===== config.mk =====
export PLATFORM = sky130hd
export DESIGN_NAME = sprite_frame_writer
export DESIGN_NICKNAME = d
export VERILOG_FILES = /design/src/rtl/sprite_pkg.sv /design/src/rtl/fb_addr_calc.sv /design/src/rtl/sprite_frame_writer.sv
export SDC_FILE = /design/constraint.sdc
export NUM_CORES = 1
export LEC_CHECK = 0
export ABC_AREA = 1
export BUFFER_PORTS_ARGS = -buffer_cell sky130_fd_sc_hd__buf_4
export CAP_MARGIN = 20
export CORE_MARGIN = 1
export CORE_UTILIZATION = 50
export CTS_CLUSTER_SIZE = 14
export DETAILED_ROUTE_END_ITERATION = 10
export PLACE_DENSITY = 0.72
export SLEW_MARGIN = 20
export SYNTH_ARGS = -nofsm -noshare
export SYNTH_HDL_FRONTEND = slang
export SYNTH_SLANG_ARGS = --single-unit

===== constraint.sdc =====
create_clock -name Clk -period 8.93 [get_ports Clk]
set_input_delay 0.4465 -clock Clk [delete_from_list [all_inputs] [get_ports Clk]]
set_output_delay 0.4465 -clock Clk [all_outputs]
set_load 0.05 [all_outputs]

===== src/rtl/sprite_pkg.sv =====
// rtl/sprite_pkg.sv - shared constants, state enum and ROM address helper for the sprite blitter
package sprite_pkg;

    localparam int         SCREEN_W    = 640;
    localparam int         SCREEN_H    = 480;
    localparam logic [7:0] TRANSPARENT = 8'h00;
    localparam int         ROM_AW      = 21;
    localparam int         FB_AW       = 19;

    typedef enum logic [2:0] {
        S_IDLE  = 3'd0,
        S_FETCH = 3'd1,
        S_WAIT  = 3'd2,
        S_WRITE = 3'd3,
        S_DONE  = 3'd4
    } state_e;

    // Sprite ROM addressing shared with the animation blocks: base + row*width + col.
    // row*width+col always fits 20 bits; the final add wraps modulo 2^21.
    function automatic logic [ROM_AW-1:0] sprite_rom_addr(
        input logic [ROM_AW-1:0] base,
        input logic [9:0]        width,
        input logic [9:0]        row,
        input logic [9:0]        col
    );
        logic [19:0] offs;
        offs = ({10'b0, row} * {10'b0, width}) + {10'b0, col};
        return base + {1'b0, offs};
    endfunction

endpackage


===== src/rtl/fb_addr_calc.sv =====
// rtl/fb_addr_calc.sv - screen position, on-screen test and frame buffer address for one sprite pixel
//
// Ports:
//   dest_x_i, dest_y_i : sprite top-left screen position
//   col_i, row_i       : pixel position inside the sprite
//   on_screen_o        : pixel lands inside SCREEN_W x SCREEN_H
//   fb_addr_o          : py*SCREEN_W + px (meaningful only when on_screen_o)
module fb_addr_calc
    import sprite_pkg::*;
#(
    parameter int SCREEN_W = sprite_pkg::SCREEN_W,
    parameter int SCREEN_H = sprite_pkg::SCREEN_H
) (
    input  logic [9:0]       dest_x_i,
    input  logic [9:0]       dest_y_i,
    input  logic [9:0]       col_i,
    input  logic [9:0]       row_i,
    output logic             on_screen_o,
    output logic [FB_AW-1:0] fb_addr_o
);

    localparam logic [10:0]      SW11  = 11'(SCREEN_W);
    localparam logic [10:0]      SH11  = 11'(SCREEN_H);
    localparam logic [FB_AW-1:0] SW_FB = FB_AW'(SCREEN_W);

    // 11 bits so that dest + offset never wraps back onto the screen.
    logic [10:0]      px;
    logic [10:0]      py;
    logic [FB_AW-1:0] px_w;
    logic [FB_AW-1:0] py_w;

    assign px   = {1'b0, dest_x_i} + {1'b0, col_i};
    assign py   = {1'b0, dest_y_i} + {1'b0, row_i};
    assign px_w = {{(FB_AW-11){1'b0}}, px};
    assign py_w = {{(FB_AW-11){1'b0}}, py};

    assign on_screen_o = (px < SW11) && (py < SH11);

    generate
        if (SCREEN_W == 640) begin : g_shift
            // 640 = 512 + 128, so the row product is two shifts and an add.
            assign fb_addr_o = (py_w << 9) + (py_w << 7) + px_w;
        end else begin : g_mul
            assign fb_addr_o = (py_w * SW_FB) + px_w;
        end
    endgenerate

endmodule


===== src/rtl/sprite_frame_writer.sv =====
// rtl/sprite_frame_writer.sv - copies one sprite frame from ROM into the frame buffer with clipping
//
// Ports:
//   Clk, Reset                 : clock, synchronous active-high reset
//   start                      : request, sampled only when idle
//   spriteBase                 : ROM address of pixel (0,0)
//   destX, destY               : screen position of the top-left pixel
//   spriteWidth, spriteHeight  : frame size in pixels
//   romAddr / romData          : sprite ROM, data valid one cycle after address
//   fbAddr, fbData, fbWe       : frame buffer write request, held until fbReady
//   fbReady                    : arbiter grant
//   busy, done                 : status; done pulses once at the end of a frame
module sprite_frame_writer
    import sprite_pkg::*;
#(
    parameter int         SCREEN_W    = sprite_pkg::SCREEN_W,
    parameter int         SCREEN_H    = sprite_pkg::SCREEN_H,
    parameter logic [7:0] TRANSPARENT = sprite_pkg::TRANSPARENT
) (
    input  logic        Clk,
    input  logic        Reset,
    input  logic        start,
    input  logic [20:0] spriteBase,
    input  logic [9:0]  destX,
    input  logic [9:0]  destY,
    input  logic [9:0]  spriteWidth,
    input  logic [9:0]  spriteHeight,
    output logic [20:0] romAddr,
    input  logic [7:0]  romData,
    output logic [18:0] fbAddr,
    output logic [7:0]  fbData,
    output logic        fbWe,
    input  logic        fbReady,
    output logic        busy,
    output logic        done
);

    state_e state_q, state_d;

    // Request parameters frozen at start.
    logic [ROM_AW-1:0] base_q, base_d;
    logic [9:0]        dx_q, dx_d;
    logic [9:0]        dy_q, dy_d;
    logic [9:0]        w_q, w_d;
    logic [9:0]        h_q, h_d;

    logic [9:0]        col_q, col_d;
    logic [9:0]        row_q, row_d;
    logic [ROM_AW-1:0] rom_addr_q, rom_addr_d;
    logic [FB_AW-1:0]  fb_addr_q, fb_addr_d;
    logic [7:0]        fb_data_q, fb_data_d;

    logic             on_screen;
    logic [FB_AW-1:0] pix_fb_addr;

    fb_addr_calc #(
        .SCREEN_W (SCREEN_W),
        .SCREEN_H (SCREEN_H)
    ) u_fb_addr_calc (
        .dest_x_i    (dx_q),
        .dest_y_i    (dy_q),
        .col_i       (col_q),
        .row_i       (row_q),
        .on_screen_o (on_screen),
        .fb_addr_o   (pix_fb_addr)
    );

    // Row-major walk: the next pixel position and whether the current one ends the frame.
    logic       col_last;
    logic       pix_last;
    logic [9:0] col_adv;
    logic [9:0] row_adv;

    assign col_last = (col_q == (w_q - 10'd1));
    assign pix_last = col_last && (row_q == (h_q - 10'd1));
    assign col_adv  = col_last ? 10'd0 : (col_q + 10'd1);
    assign row_adv  = col_last ? (row_q + 10'd1) : row_q;

    always_comb begin
        logic advance;
        advance    = 1'b0;
        state_d    = state_q;
        base_d     = base_q;
        dx_d       = dx_q;
        dy_d       = dy_q;
        w_d        = w_q;
        h_d        = h_q;
        col_d      = col_q;
        row_d      = row_q;
        rom_addr_d = rom_addr_q;
        fb_addr_d  = fb_addr_q;
        fb_data_d  = fb_data_q;

        unique case (state_q)
            S_IDLE: begin
                if (start) begin
                    base_d = spriteBase;
                    dx_d   = destX;
                    dy_d   = destY;
                    w_d    = spriteWidth;
                    h_d    = spriteHeight;
                    col_d  = 10'd0;
                    row_d  = 10'd0;
                    if ((spriteWidth == 10'd0) || (spriteHeight == 10'd0)) begin
                        state_d = S_DONE;
                    end else begin
                        state_d    = S_FETCH;
                        rom_addr_d = spriteBase;
                    end
                end
            end
            // romAddr was loaded on entry to FETCH, so the ROM answers during WAIT.
            S_FETCH: state_d = S_WAIT;
            S_WAIT: begin
                if ((romData != TRANSPARENT) && on_screen) begin
                    fb_addr_d = pix_fb_addr;
                    fb_data_d = romData;
                    state_d   = S_WRITE;
                end else begin
                    advance = 1'b1;
                end
            end
            S_WRITE: begin
                if (fbReady) begin
                    advance = 1'b1;
                end
            end
            S_DONE:  state_d = S_IDLE;
            default: state_d = S_IDLE;
        endcase

        if (advance) begin
            col_d = col_adv;
            row_d = row_adv;
            if (pix_last) begin
                state_d = S_DONE;
            end else begin
                state_d    = S_FETCH;
                rom_addr_d = sprite_rom_addr(base_q, w_q, row_adv, col_adv);
            end
        end
    end

    always_ff @(posedge Clk) begin
        if (Reset) begin
            state_q    <= S_IDLE;
            base_q     <= '0;
            dx_q       <= '0;
            dy_q       <= '0;
            w_q        <= '0;
            h_q        <= '0;
            col_q      <= '0;
            row_q      <= '0;
            rom_addr_q <= '0;
            fb_addr_q  <= '0;
            fb_data_q  <= '0;
        end else begin
            state_q    <= state_d;
            base_q     <= base_d;
            dx_q       <= dx_d;
            dy_q       <= dy_d;
            w_q        <= w_d;
            h_q        <= h_d;
            col_q      <= col_d;
            row_q      <= row_d;
            rom_addr_q <= rom_addr_d;
            fb_addr_q  <= fb_addr_d;
            fb_data_q  <= fb_data_d;
        end
    end

    // State-decoded strobes fall in the same cycle the state leaves, so reset drops fbWe at once.
    assign romAddr = rom_addr_q;
    assign fbAddr  = fb_addr_q;
    assign fbData  = fb_data_q;
    assign fbWe    = (state_q == S_WRITE);
    assign busy    = (state_q != S_IDLE);
    assign done    = (state_q == S_DONE);

endmodule

==> summary.txt <==
Run status
  • Outcome: completed

Layout
  • Antenna diodes: 0
  • Fin nets: 2215
  • Area delta synth->final: 13.5%
  • Layout Cells excl Fill: 2278
  • Post-Layout Inst Area: 14400 um2
  • Layout fillers: 2417
  • Layout cells sized above 1: 0.110

Placed design
  • Port-buffer cells: 123
  • Dpl hpwl: 27700 um
  • RD Place Congestion: 0.947
  • Cell Area, Placed: 13800 um2
  • Placed cells: 2246

Routing
  • DRT iter0 DRCs: 1030
  • Vias per Instance: 5.31
  • Vias: 12100
  • Routed WL: 35800 um
  • Drt wl/cell: 15.7 um
  • Routed Antenna Nets: 0
  • DRC: 0
  • First-pass DRT Iterations: 6

Worst setup path
  • Worst endpoint required time: 9260 ps
  • Critical Path Stages: 40
  • CP Launch Type: flip-flop
  • R2r worst-path depth: 40
  • Buf+Inv Stages, Crit Path: 9
  • Arrival time worst endpoint: 8600 ps
  • CP dominant cell by count: nand2_1
  • Crit Path Max Fanout: 16
  • WS Path Type: flip-flop to flip-flop
  • Family with the most delay on the worst path: adder cells
  • CP max stage cell: fa_1
  • Worst Setup End Kind: flip-flop
  • R2R Setup Slk: 660 ps
  • Worst path max stage delay: 560 ps

Synth
  • Mapped cell area: 12700 um2
  • Largest family of logic cells by synthesized area: simple AND/OR/NAND/NOR gates
  • Synth Area in XOR/XNOR: 0.0510
  • Post-Synth Simple-Gate Area: 0.272
  • Register area share after synthesis: 0.208
  • Synth unique cells: 46
  • Synth Instances: 1847
  • Synth top area share: 0.208
  • Commonest cells post-synth: nand2_1, inv_1, nor2_1
  • Number of synthesized register bits: 132
  • Post-synth net total: 2121
  • Main synth FF type: dfxtp_1
  • Async set-reset flop share out of synthesis: 0
  • Synth area leader: dfxtp_1
  • Mux share of post-synthesis cell area: 0.00553
  • Synth Area in Adders: 0.245
  • Area contributors post-synth: dfxtp_1, nand2_1, fa_1
  • Syn. warnings: 0
  • Count leader, synth: nand2_1
  • Number of enable flip-flop cells after synthesis: 0
  • Compound-gate portion of the synthesized area: 0.115
  • Synthesized area per cell: 6.86 um2

Clocking
  • Clk sinks: 132
  • CTS H-tree lvls: 4
  • Worst-Skew Late Latency: 440 ps
  • CTS tree: yes
  • Hold buffer count at cts: 0
  • Cts bufs inserted: 17
  • Deepest clock path buffer count: 2
  • CTS root buf: clkbuf_16
  • Clk slew on worst S/H paths: 80 ps

Timing
  • Relative slew slack: 0.332
  • Finish-stage setup viols: 0
  • Worst Tran Pin Value: 1000 ps
  • Setup TNS: 0 ps
  • Final Max Slew Viols: 0
  • Hold Fails Final Rpt: 0
  • Clk_skew: 27.8 ps
  • F_max: 121 MHz
  • Minimum hold slack: 234 ps
  • Period minus WS final: 8270 ps
  • Final worst-path cycle share: 0.927

Power
  • Power share of the clock group: 0.324
  • Total power: 2180 uW
  • Sequential share of power: 0.335
  • Max VDD drop: 0.000143 V
  • Switching Power: 902 uW
  • Pwr Density: 152 nW/um2
  • Sw Ratio: 0.414
  • Internal power: 1280 uW
  • Comb pwr share: 0.341
  • Pleak: 0.00757 uW

Die
  • I/O pin cnt: 124
  • Core area: 24600 um2
  • Initial Utilization: 0.515
  • Rows: 57
  • Die Span X: 161 um
  • Full die area: 26000 um2
  • Die height: 161 um

Global route
  • Largest net degree at the start of global routing: 85
  • Total GRT Usage: 0.285
  • Vias in the first global route: 11800
  • GRT overflow: 0
  • First-pass GRT wire length: 59400 um
  • Initial antenna violation count: 0

Run
  • Max cap viols: 0

Min path
  • Hold WC Path Type: input port to flip-flop
  • Worst Hold Depth: 3
## cell families after synthesis
logic type               after synthesis
AO/OA/AOI/OAI                        272
XOR/XNOR                              73
adder cells (fa/ha/maj)              201
buffers and inverters                329
flip-flops                           132
multiplexers                           7
AND/OR/NAND/NOR                      833
## placed cells by master (no fill, tap or decap), types with 5 or more instances in the layout
| cell type | synthesis | layout |
|---|---|---|
| nand2_1 | 475 | 474 |
| inv_1 | 252 | 251 |
| nor2_1 | 199 | 198 |
| a21oi_1 | 163 | 163 |
| buf_4 | 7 | 134 |
| dfxtp_1 | 132 | 132 |
| ha_1 | 123 | 123 |
| nand3_1 | 83 | 82 |
| o21ai_0 | 79 | 79 |
| fa_1 | 78 | 78 |
| xor2_1 | 52 | 52 |
| nand4_1 | 36 | 36 |
| xnor2_1 | 20 | 20 |
| clkbuf_16 | 0 | 17 |
| inv_2 | 13 | 13 |
| o21bai_1 | 8 | 8 |
| nor3_1 | 7 | 7 |
| nor2_2 | 6 | 7 |
| mux2i_1 | 7 | 7 |
| nand2_2 | 6 | 6 |
| nor4_1 | 6 | 6 |
| nand3b_1 | 5 | 5 |
| inv_6 | 0 | 5 |
## registers in the layout, indices dropped and copies added, names as in the netlist, 8 cells and up
register  flops
fbData        8
h_q          10
dx_q         10
dy_q         10
fbAddr       19
row_q        10
base_q       21
col_q        10
w_q          10
romAddr      21
## final timing paths
path	start	endpoint
setup / recovery	w_q[1]	romAddr[18]
hold / removal	romData[3]	fbData[3]
setup reg to reg	w_q[1]	romAddr[18]
hold reg to reg	fbAddr[15]	fbAddr[15]
## cell type report
class                   count  area, um2  share of cell area
inverters                 270       1020              0.0709
clock buffers              18        439              0.0305
multi-input cells        1386       8740               0.608
repair buffers            134       1010              0.0699
clock inverters            14        135             0.00939
well taps                 324        405              0.0282
flip-flops and latches    132       2640               0.184
## what timing repair did
| action | CTS | global route |
|---|---|---|
| endpoints found under the setup margin | 0 | 9 |
| resized for setup | 0 | 4 |
| buffers inserted | 0 | 0 |
## per-layer routing
| layer | routed length (um) | up-vias | track usage |
|---|---|---|---|
| met2 | 15800 | 401 | 0.447 |
| met4 | 604 | 0 | 0.0716 |
| met5 | 0 | - | 0 |
| met3 | 2230 | 40 | 0.0431 |
| li1 | - | 6048 | - |
| met1 | 17100 | 5614 | 0.409 |
## through the flow
stage                util  setup WS, ps
floorplan               -          1750
global placement    0.561           600
detailed placement  0.561           369
CTS                 0.584           308
global route        0.585         -27.2
finish              0.585           656
## worst reg2reg max path, delay by kind of cell (launching register included)
family	cells	cell delay (ps)
compound gates	5	1180
simple gates	15	1550
xor+xnor	3	400
flops	1	540
buf+inv	9	910
fa+ha+maj	8	3600
## power groups by stage
stage | clock, uW | combinational [uW] | sequential [uW]
floorplan | 0 | 414 | 850
global placement | 0 | 725 | 742
detailed placement | 0 | 734 | 741
CTS | 715 | 737 | 730
global route | 736 | 819 | 741
finish | 707 | 743 | 732
Note: power is estimated with default switching activity, not from simulation.
